File: src/rtl/mem_arb_pkg.sv
// Shared types for the unified-memory port arbiter: FSM encoding, owner
// tag and the full-word byte-enable constant.
package mem_arb_pkg;

  typedef enum logic [1:0] {
    IDLE    = 2'd0,
    IF_WAIT = 2'd1,
    D_WAIT  = 2'd2
  } arb_state_t;

  typedef enum logic {
    OWN_IF = 1'b0,
    OWN_D  = 1'b1
  } owner_t;

  localparam logic [3:0] BE_FULL = 4'hF;

endpackage

File: src/rtl/arb_watchdog.sv
// Wait-state cycle counter for the arbiter; flags expiry on the last
// allowed cycle. TIMEOUT = 0 disables expiry entirely.
module arb_watchdog #(
  parameter int TIMEOUT = 64
) (
  input  logic clk,
  input  logic rst,
  input  logic clear_i,
  input  logic enable_i,
  output logic expired_o
);

  localparam int CW   = (TIMEOUT > 1) ? $clog2(TIMEOUT) : 1;
  localparam int LAST = (TIMEOUT > 0) ? TIMEOUT - 1 : 0;

  logic [CW-1:0] cnt_q, cnt_d;

  always_comb begin
    cnt_d = cnt_q;
    if (clear_i) begin
      cnt_d = '0;
    end else if (enable_i) begin
      cnt_d = cnt_q + 1'b1;
    end
  end

  always_ff @(posedge clk or negedge rst) begin
    if (!rst) begin
      cnt_q <= '0;
    end else begin
      cnt_q <= cnt_d;
    end
  end

  assign expired_o = (TIMEOUT != 0) && (cnt_q == CW'(LAST));

endmodule

File: src/rtl/mem_port_arbiter.sv
// Single-port memory arbiter between instruction fetch and data access,
// with fetch starvation limit, watchdog abort and pipeline stall output.
module mem_port_arbiter
  import mem_arb_pkg::*;
#(
  parameter int AW              = 32,
  parameter int DW              = 32,
  parameter int MAX_DATA_GRANTS = 4,
  parameter int TIMEOUT         = 64
) (
  input  logic          clk,
  input  logic          rst,
  input  logic          if_req,
  input  logic [AW-1:0] if_addr,
  output logic [DW-1:0] if_rdata,
  output logic          if_ready,
  output logic          if_err,
  input  logic          d_req,
  input  logic          d_we,
  input  logic [3:0]    d_be,
  input  logic [AW-1:0] d_addr,
  input  logic [DW-1:0] d_wdata,
  output logic [DW-1:0] d_rdata,
  output logic          d_ready,
  output logic          d_err,
  output logic          mem_req,
  output logic          mem_we,
  output logic [3:0]    mem_be,
  output logic [AW-1:0] mem_addr,
  output logic [DW-1:0] mem_wdata,
  input  logic          mem_ack,
  input  logic [DW-1:0] mem_rdata,
  output logic          stall
);

  localparam logic [3:0] MAX_G = 4'(MAX_DATA_GRANTS);

  arb_state_t    state_q, state_d;
  logic [3:0]    starve_q, starve_d;
  logic          mem_req_q, mem_req_d;
  logic          mem_we_q, mem_we_d;
  logic [3:0]    mem_be_q, mem_be_d;
  logic [AW-1:0] mem_addr_q, mem_addr_d;
  logic [DW-1:0] mem_wdata_q, mem_wdata_d;

  logic   in_wait;
  logic   expired;
  logic   timed_out;
  logic   done;
  owner_t owner;

  assign in_wait = (state_q != IDLE);
  assign owner   = (state_q == D_WAIT) ? OWN_D : OWN_IF;

  arb_watchdog #(
    .TIMEOUT(TIMEOUT)
  ) u_watchdog (
    .clk      (clk),
    .rst      (rst),
    .clear_i  (~in_wait),
    .enable_i (in_wait & ~mem_ack),
    .expired_o(expired)
  );

  // An ack arriving on the expiry cycle wins over the timeout.
  assign timed_out = in_wait & expired & ~mem_ack;
  assign done      = in_wait & (mem_ack | timed_out);

  assign if_ready = done & (owner == OWN_IF);
  assign d_ready  = done & (owner == OWN_D);
  assign if_err   = if_ready & timed_out;
  assign d_err    = d_ready & timed_out;
  assign if_rdata = (in_wait && owner == OWN_IF && mem_ack) ? mem_rdata : '0;
  assign d_rdata  = (in_wait && owner == OWN_D && mem_ack) ? mem_rdata : '0;

  assign stall = rst & ((if_req & ~if_ready) | (d_req & ~d_ready));

  assign mem_req   = mem_req_q;
  assign mem_we    = mem_we_q;
  assign mem_be    = mem_be_q;
  assign mem_addr  = mem_addr_q;
  assign mem_wdata = mem_wdata_q;

  always_comb begin
    state_d     = state_q;
    starve_d    = starve_q;
    mem_req_d   = mem_req_q;
    mem_we_d    = mem_we_q;
    mem_be_d    = mem_be_q;
    mem_addr_d  = mem_addr_q;
    mem_wdata_d = mem_wdata_q;
    case (state_q)
      IDLE: begin
        mem_req_d = 1'b0;
        // Data normally wins; fetch takes over once it has waited long enough.
        if (if_req && (!d_req || starve_q == MAX_G)) begin
          state_d     = IF_WAIT;
          starve_d    = '0;
          mem_req_d   = 1'b1;
          mem_we_d    = 1'b0;
          mem_be_d    = BE_FULL;
          mem_addr_d  = if_addr;
          mem_wdata_d = '0;
        end else if (d_req) begin
          state_d     = D_WAIT;
          mem_req_d   = 1'b1;
          mem_we_d    = d_we;
          mem_be_d    = d_we ? d_be : BE_FULL;
          mem_addr_d  = d_addr;
          mem_wdata_d = d_wdata;
          if (!if_req) begin
            starve_d = '0;
          end else if (starve_q != MAX_G) begin
            starve_d = starve_q + 4'd1;
          end
        end
      end
      IF_WAIT, D_WAIT: begin
        if (done) begin
          state_d   = IDLE;
          mem_req_d = 1'b0;
        end
      end
      default: begin
        state_d   = IDLE;
        mem_req_d = 1'b0;
      end
    endcase
  end

  always_ff @(posedge clk or negedge rst) begin
    if (!rst) begin
      state_q     <= IDLE;
      starve_q    <= '0;
      mem_req_q   <= 1'b0;
      mem_we_q    <= 1'b0;
      mem_be_q    <= '0;
      mem_addr_q  <= '0;
      mem_wdata_q <= '0;
    end else begin
      state_q     <= state_d;
      starve_q    <= starve_d;
      mem_req_q   <= mem_req_d;
      mem_we_q    <= mem_we_d;
      mem_be_q    <= mem_be_d;
      mem_addr_q  <= mem_addr_d;
      mem_wdata_q <= mem_wdata_d;
    end
  end

endmodule
File: config.mk
export PLATFORM = sky130hd
export DESIGN_NAME = mem_port_arbiter
export DESIGN_NICKNAME = d
export VERILOG_FILES = /design/src/rtl/mem_arb_pkg.sv /design/src/rtl/arb_watchdog.sv /design/src/rtl/mem_port_arbiter.sv
export SDC_FILE = /design/constraint.sdc
export NUM_CORES = 1
export LEC_CHECK = 0
export BUFFER_PORTS_ARGS = -buffer_cell sky130_fd_sc_hd__clkbuf_2
export CORE_AREA = 3 3 107 109
export CTS_CLUSTER_SIZE = 20
export DETAILED_ROUTE_END_ITERATION = 12
export DIE_AREA = 0 0 110 112
export GPL_TIMING_DRIVEN = 1
export PLACE_DENSITY = 0.88
export SKIP_LAST_GASP = 1
export SYNTH_ARGS = -nofsm -noshare
export SYNTH_HDL_FRONTEND = slang
export SYNTH_HIERARCHICAL = 1
export SYNTH_SLANG_ARGS = --single-unit
File: constraint.sdc
create_clock -name clk -period 2.1 [get_ports clk]
set_input_delay 0.315 -clock clk [delete_from_list [all_inputs] [get_ports clk]]
set_output_delay 0.315 -clock clk [all_outputs]
set_load 0.02 [all_outputs]
==> impl_metrics.tcl, run 1 <==
set metrics [dict create \
    status "complete, but fails checks" \
    violations "negative setup slack" \
    synth_compound_area_share_pct 13.2 \
    synth_area_sq_um 4290 \
    finalSetupTns_ns -1.40 \
    avgSynthCellArea_sq_um 8.62 \
    cts_made_buffers 9 \
    final_antenna_net_count 0 \
    hold_class "in -> reg" \
    finalHoldViolations 0 \
    drt_iter0_markers 339 \
    hpwl_mm 10.5 \
    fin_crit_sh_pct 103 \
    critPathArrivalTime_ns 1.86 \
    fin_total_pwr_mw 8.85 \
    r2r_cells 8 \
    rsz0062_at_grt "yes" \
    utilization_pct 60.1 \
    die_y_um 112 \
    overflow 0 \
    cts_sinks 82 \
    cts_tree "yes" \
    ys_seq_area_share_pct 47.8 \
    io_pins 277 \
    period_minus_slack_ns 2.17 \
    worst_slack_ns -0.0733 \
    antenna_cells 0 \
    dr.pass1.iters 4 \
    clk_path_buf_depth 2 \
    grt_pass1_vias 4531 \
    clock_latency_ns 0.34 \
    cts.clk_slew.worst_paths_ns 0.09 \
    worst_setup_path_end_kind "output pin" \
    area_delta_synth_final_pct 49.6 \
    grtUsageTotal_pct 22.8 \
    grt_max_degree 58 \
    yosys.area_share.simple_pct 30.5 \
    critical_path_class "reg -> out" \
    p_leak_nw 3.44 \
    cts-htree-levels 3 \
    ys_warn_count 6 \
    timing.rr.end "u_watchdog/cnt_q[5]" \
    synth_seq_cells 82 \
    relSlewSlack_pct 74.2 \
    stdcell_area_sq_um 6420 \
    worst_pin_slew_ns 0.387 \
    die_area_sq_um 12300 \
    nets 911 \
    grt_pass1_wl_mm 22.4 \
    postPlaceCellArea_sq_um 5840 \
    rows 38 \
    antenna_found_initial 0 \
    crit_start "state_q[1]" \
    ir_drop_v 0.000636 \
    finClkSkew_ns 0.0172 \
    wirelength_mm 15.0 \
    place_congestion 0.851 \
    max_freq_ghz 0.460 \
    pre_cts_ws_ns 0.247 \
    die_x_um 110 \
    syn-num-nets 642 \
    vias 4759 \
    regToRegStartpoint "state_q[1]" \
    synth_fa_ha_area_share_pct 1.75 \
    synthMuxAreaShare_pct 0.233 \
    report.final.slew_viol_count 0 \
    drive_gt1_share_pct 45.6 \
    finalSetupViolations 33 \
    portBuffers 276 \
    drc 0 \
    p_per_area_nw_per_um2 1380 \
    endpoint "if_rdata[31]" \
    avgViaCountPerCell 5.22 \
    clockRootBuffer "clkbuf_8" \
    synthDistinctLibCells 36 \
    synth_top_family_by_area "simple AND/OR/NAND/NOR gates" \
    wl_per_cell_um 16.4 \
    reg2reg_setup_slack_ns 0.32 \
    coreArea_sq_um 10700 \
    synth-xor-area-share_pct 0.816 \
    start_kind "register" \
    start_util_pct 40.1 \
    worstPathRequired_ns 1.78 \
    synth_cells 498 \
    maxCapViolCount 0 \
    critPathMaxFanout 8 \
]
stage by stage:
step | instances | hold WS (ns)
after floorplan | 498 | 0.0194
after global placement | 887 | 0.245
after detailed placement | 887 | 0.251
after CTS | 911 | 0.170
after global routing | 912 | 0.170
final | 912 | 0.190
sequential cells by signal, indices dropped and copies added, names as in the netlist:
signal            cells
u_watchdog/cnt_q      6
mem_addr             32
mem_we                1
mem_be                4
mem_wdata            32
starve_q              4
state_q               2
mem_req               1
Yosys cell counts, drive strengths merged:
master,n,area share [%]
o21a,1,0.17
nand2,133,12
and3b,1,0.20
and2,33,4.8
a21oi,2,0.23
nor3b,2,0.35
o211ai,32,5.8
o21ai,36,4.2
a21o,1,0.17
a31oi,4,0.58
xor2,3,0.61
o21bai,1,0.17
and3,34,5.0
clkbuf,21,1.8
nand2b,1,0.15
inv,7,0.61
nor4,1,0.15
xnor2,1,0.20
nor4b,1,0.20
dfrtp,82,48
ha,6,1.7
buf,23,3.3
nor2,22,1.9
a22o,3,0.61
nand3,4,0.47
a32o,1,0.23
mux2i,1,0.23
or3,1,0.15
nand4,34,5.0
nand4b,1,0.55
a211o,1,0.20
a31o,2,0.41
o31ai,2,0.35
placed cells by master, fill, tap and decap left out, types with 3 or more instances in the layout:
cell type  count
buf_4         20
and2_4        21
buf_6         25
and2_1        12
clkbuf_8      11
o21ai_0       34
and3_1        34
a31oi_1        4
nand2_1      133
buf_8          8
inv_1          5
xor2_1         3
buf_12         5
a22o_1         3
ha_1           3
nand4_1       34
o211ai_1      30
clkbuf_2     242
dfrtp_1       81
nand3_1        4
nor2_1        21
worst min path at each step:
| stage | cells after the start | to | from |
|---|---|---|---|
| floorplan | 0 | mem_addr[0] | rst |
| global placement | 1 | mem_wdata[7] | rst |
| detailed placement | 1 | mem_wdata[7] | rst |
| CTS | 3 | mem_wdata[13] | d_wdata[13] |
| global route | 3 | mem_wdata[13] | d_wdata[13] |
| finish | 3 | mem_wdata[18] | d_wdata[18] |
final cells by class:
cell class / count / area [sq um]
fillers: 939 / 4270
multi-input cells: 365 / 2100
flip-flops and latches: 82 / 2050
repair buffers: 302 / 1880
well taps: 140 / 175
clock buffers: 12 / 155
clock inverters: 4 / 33.8
inverters: 7 / 26.3
power by group:
| group | switching [mW] | internal [mW] | total (mW) |
|---|---|---|---|
| clock | 0.583 | 0.504 | 1.09 |
| combinational | 3.17 | 1.96 | 5.13 |
| sequential | 0.383 | 2.25 | 2.63 |
kinds of logic after synthesis:
kind of cell    after synthesis
simple gates                268
compound gates               86
flops                        82
buf+inv                      51
fa+ha+maj                     6
xor+xnor                      4
mux                           1
per-layer routing:
metal / global-route usage, % / vias up / part of all wire, %
met2: 36.9 / 239 / 49
met3: 4.23 / 33 / 8.7
met5: 0 / - / 0
met4: 6.65 / 0 / 2.1
met1: 30.9 / 2231 / 40
li1: - / 2256 / -
worst max-delay path, stage by stage (launching register included):
cell     delay [ns]
dfrtp_2        0.43
inv_2          0.06
ha_4           0.18
nor3b_4        0.36
buf_6          0.20
and2_1         0.15
buf_4          0.14
what timing repair did:
item	CTS	global route
pin swaps	2	22
endpoints found under the hold margin	25	0
gates cloned	2	1
setup endpoints to repair	53	57
resized for setup	36	97
hold buffers	1	0
setup buffers	5	0
Note: power is estimated with default switching activity, not from simulation.
==> inputs of run 2 (changes only) <==
Settings changed: PLACE_DENSITY 0.88 to 0.75.
==> run 2 against run 1 <==
  * The flow finishes with violations (negative hold slack)
  * Highest routed layer unchanged
  * Clock-buffer cell count down 3
  * Non-clock buffer count increased by 2
  * Clock power rose by 19%
  * Final area decreased by 2.0%
  * Combinational power fell by 4.3%
  * Sequential power about the same
  * Routed wire length is 0.24% lower
==> impl_metrics.tcl, run 2 (synthesis results as in run 1) <==
set metrics [dict create \
    status "complete, but fails checks" \
    violations "negative hold slack" \
    antenna_cells 0 \
    io_pins 277 \
    wl_met1_mm 6.19 \
    cts-htree-levels 3 \
    finalHoldViolations 1 \
    crit_start "state_q[1]" \
    die_area_sq_um 12300 \
    grt_pass1_vias 4551 \
    vias 4772 \
    final_cell_mix "257 x clkbuf_2, 132 x nand2_1, 81 x dfrtp_1" \
    start_kind "register" \
    finalSetupViolations 0 \
    fillers 972 \
    critical_path_class "reg -> out" \
    rows 38 \
    maxCapViolCount 0 \
    top_layer_used "met4" \
    critPathArrivalTime_ns 1.78 \
    cts_made_buffers 9 \
    portBuffers 276 \
    drc 0 \
    fin_total_pwr_mw 8.85 \
    wl_met3_mm 1.24 \
    ir_drop_v 0.000750 \
    seq_area_sq_um 2050 \
    worst_setup_path_end_kind "output pin" \
    cts_sinks 82 \
    cts.clk_slew.worst_paths_ns 0.09 \
    grt_max_degree 83 \
    die_y_um 112 \
    drt_iter0_markers 339 \
    final_antenna_net_count 0 \
    max_freq_ghz 0.477 \
    relSlewSlack_pct 42.4 \
    holdWs_ns -0.000319 \
    worst_pin_slew_ns 0.860 \
    antenna_found_initial 0 \
    drive_gt1_share_pct 44.6 \
    period_minus_slack_ns 2.10 \
    hold_class "in -> async" \
    clock_latency_ns 0.35 \
    area_delta_synth_final_pct 46.6 \
    multi_input_area_sq_um 2090 \
    worstPathRequired_ns 1.78 \
    clk_path_buf_depth 2 \
    avgViaCountPerCell 5.22 \
    wl_per_cell_um 16.4 \
    regToRegStartpoint "state_q[1]" \
    coreArea_sq_um 10700 \
    rsz0062_at_grt "yes" \
    layout_commonest_cell "clkbuf_2" \
    start_util_pct 40.1 \
    wirelength_mm 15.0 \
    hpwl_mm 10.7 \
    place_congestion 0.848 \
    nets 913 \
    die_x_um 110 \
    fin_crit_sh_pct 99.9 \
    overflow 0 \
    grtUsageTotal_pct 23.1 \
    hold_buffers 0 \
    wl_met2_mm 7.40 \
    cts_tree "yes" \
    p_leak_nw 3.39 \
    report.final.slew_viol_count 0 \
    finClkSkew_ns 0.0155 \
    clockRootBuffer "clkbuf_8" \
    grt_pass1_wl_mm 22.7 \
    p_per_area_nw_per_um2 1410 \
    dr.pass1.iters 5 \
    critPathMaxFanout 8 \
]
## run 2: cell count changes in the layout (fill, tap and decap cells not counted), moves of 2 or more
cell / before / now
and2_1: 12 / 29
and2_4: 21 / 4
buf_12: 5 / 1
buf_4: 20 / 27
buf_6: 25 / 19
buf_8: 8 / 0
bufinv_16: 0 / 2
clkbuf_2: 242 / 257
clkbuf_8: 11 / 9
inv_6: 1 / 3
nor2_1: 21 / 19
## run 2: layout make-up
type / instances / area share [%]
Sequential cell: 82 / 32.6
Tap cell: 140 / 2.78
Inverter: 7 / 0.417
Clock buffer: 9 / 1.97
Clock inverter: 7 / 1.59
Multi-Input combinational cell: 365 / 33.2
Timing Repair Buffer: 304 / 27.4
## run 2: path summary, 6_finish.rpt
path / to / slack [ns] / cells past startpoint
min reg2reg: mem_wdata[7] / 0.49 / 2
max: if_rdata[28] / 0.002 / 7
max in group asynchronous: mem_wdata[3] / 1.72 / 2
min: mem_req / -0.0003 / 2
min in group clk: mem_wdata[16] / 0.19 / 3
max reg2reg: mem_wdata[2] / 0.28 / 7
## run 2: power by group
group / internal [mW] / switching, mW / leakage, nW
sequential: 2.25 / 0.395 / 1.03
clock: 0.683 / 0.614 / 0.115
combinational: 1.79 / 3.13 / 2.25
## run 2: through the flow
stage / instance area (sq um) / instances / setup TNS, ns / worst slack [ns] / utilization [%]
after floorplan: 4290 / 498 / 0 / 0.103 / -
after global placement: 5790 / 887 / 0 / 0.237 / 54.1
after detailed placement: 5790 / 887 / 0 / 0.160 / 54.1
after CTS: 6110 / 911 / -0.309 / -0.0249 / 57.1
after global routing: 6290 / 914 / -0.442 / -0.0551 / 58.8
final: 6290 / 914 / 0 / 0.00203 / 58.8
## run 2: worst max-delay path, cell delays in order, from the launching register on
cell     delay, ns
dfrtp_2       0.42
inv_2         0.06
ha_4          0.18
nor3b_4       0.21
buf_6         0.14
buf_6         0.12
and2_1        0.17
buf_6         0.13
## run 2: metal layers
metal / vias to the layer above / global-route usage [%]
met3: 14 / 4.00
met1: 2266 / 31.0
met5: - / 0
met4: 0 / 5.40
li1: 2256 / -
met2: 236 / 38.7
## run 2: what timing repair did
item	4_1_cts	5_1_grt
hold endpoints to repair	0	0
setup buffers	6	3
gates cloned	2	0
pin swaps	1	4
setup endpoints to repair	34	45
resized for setup	10	68
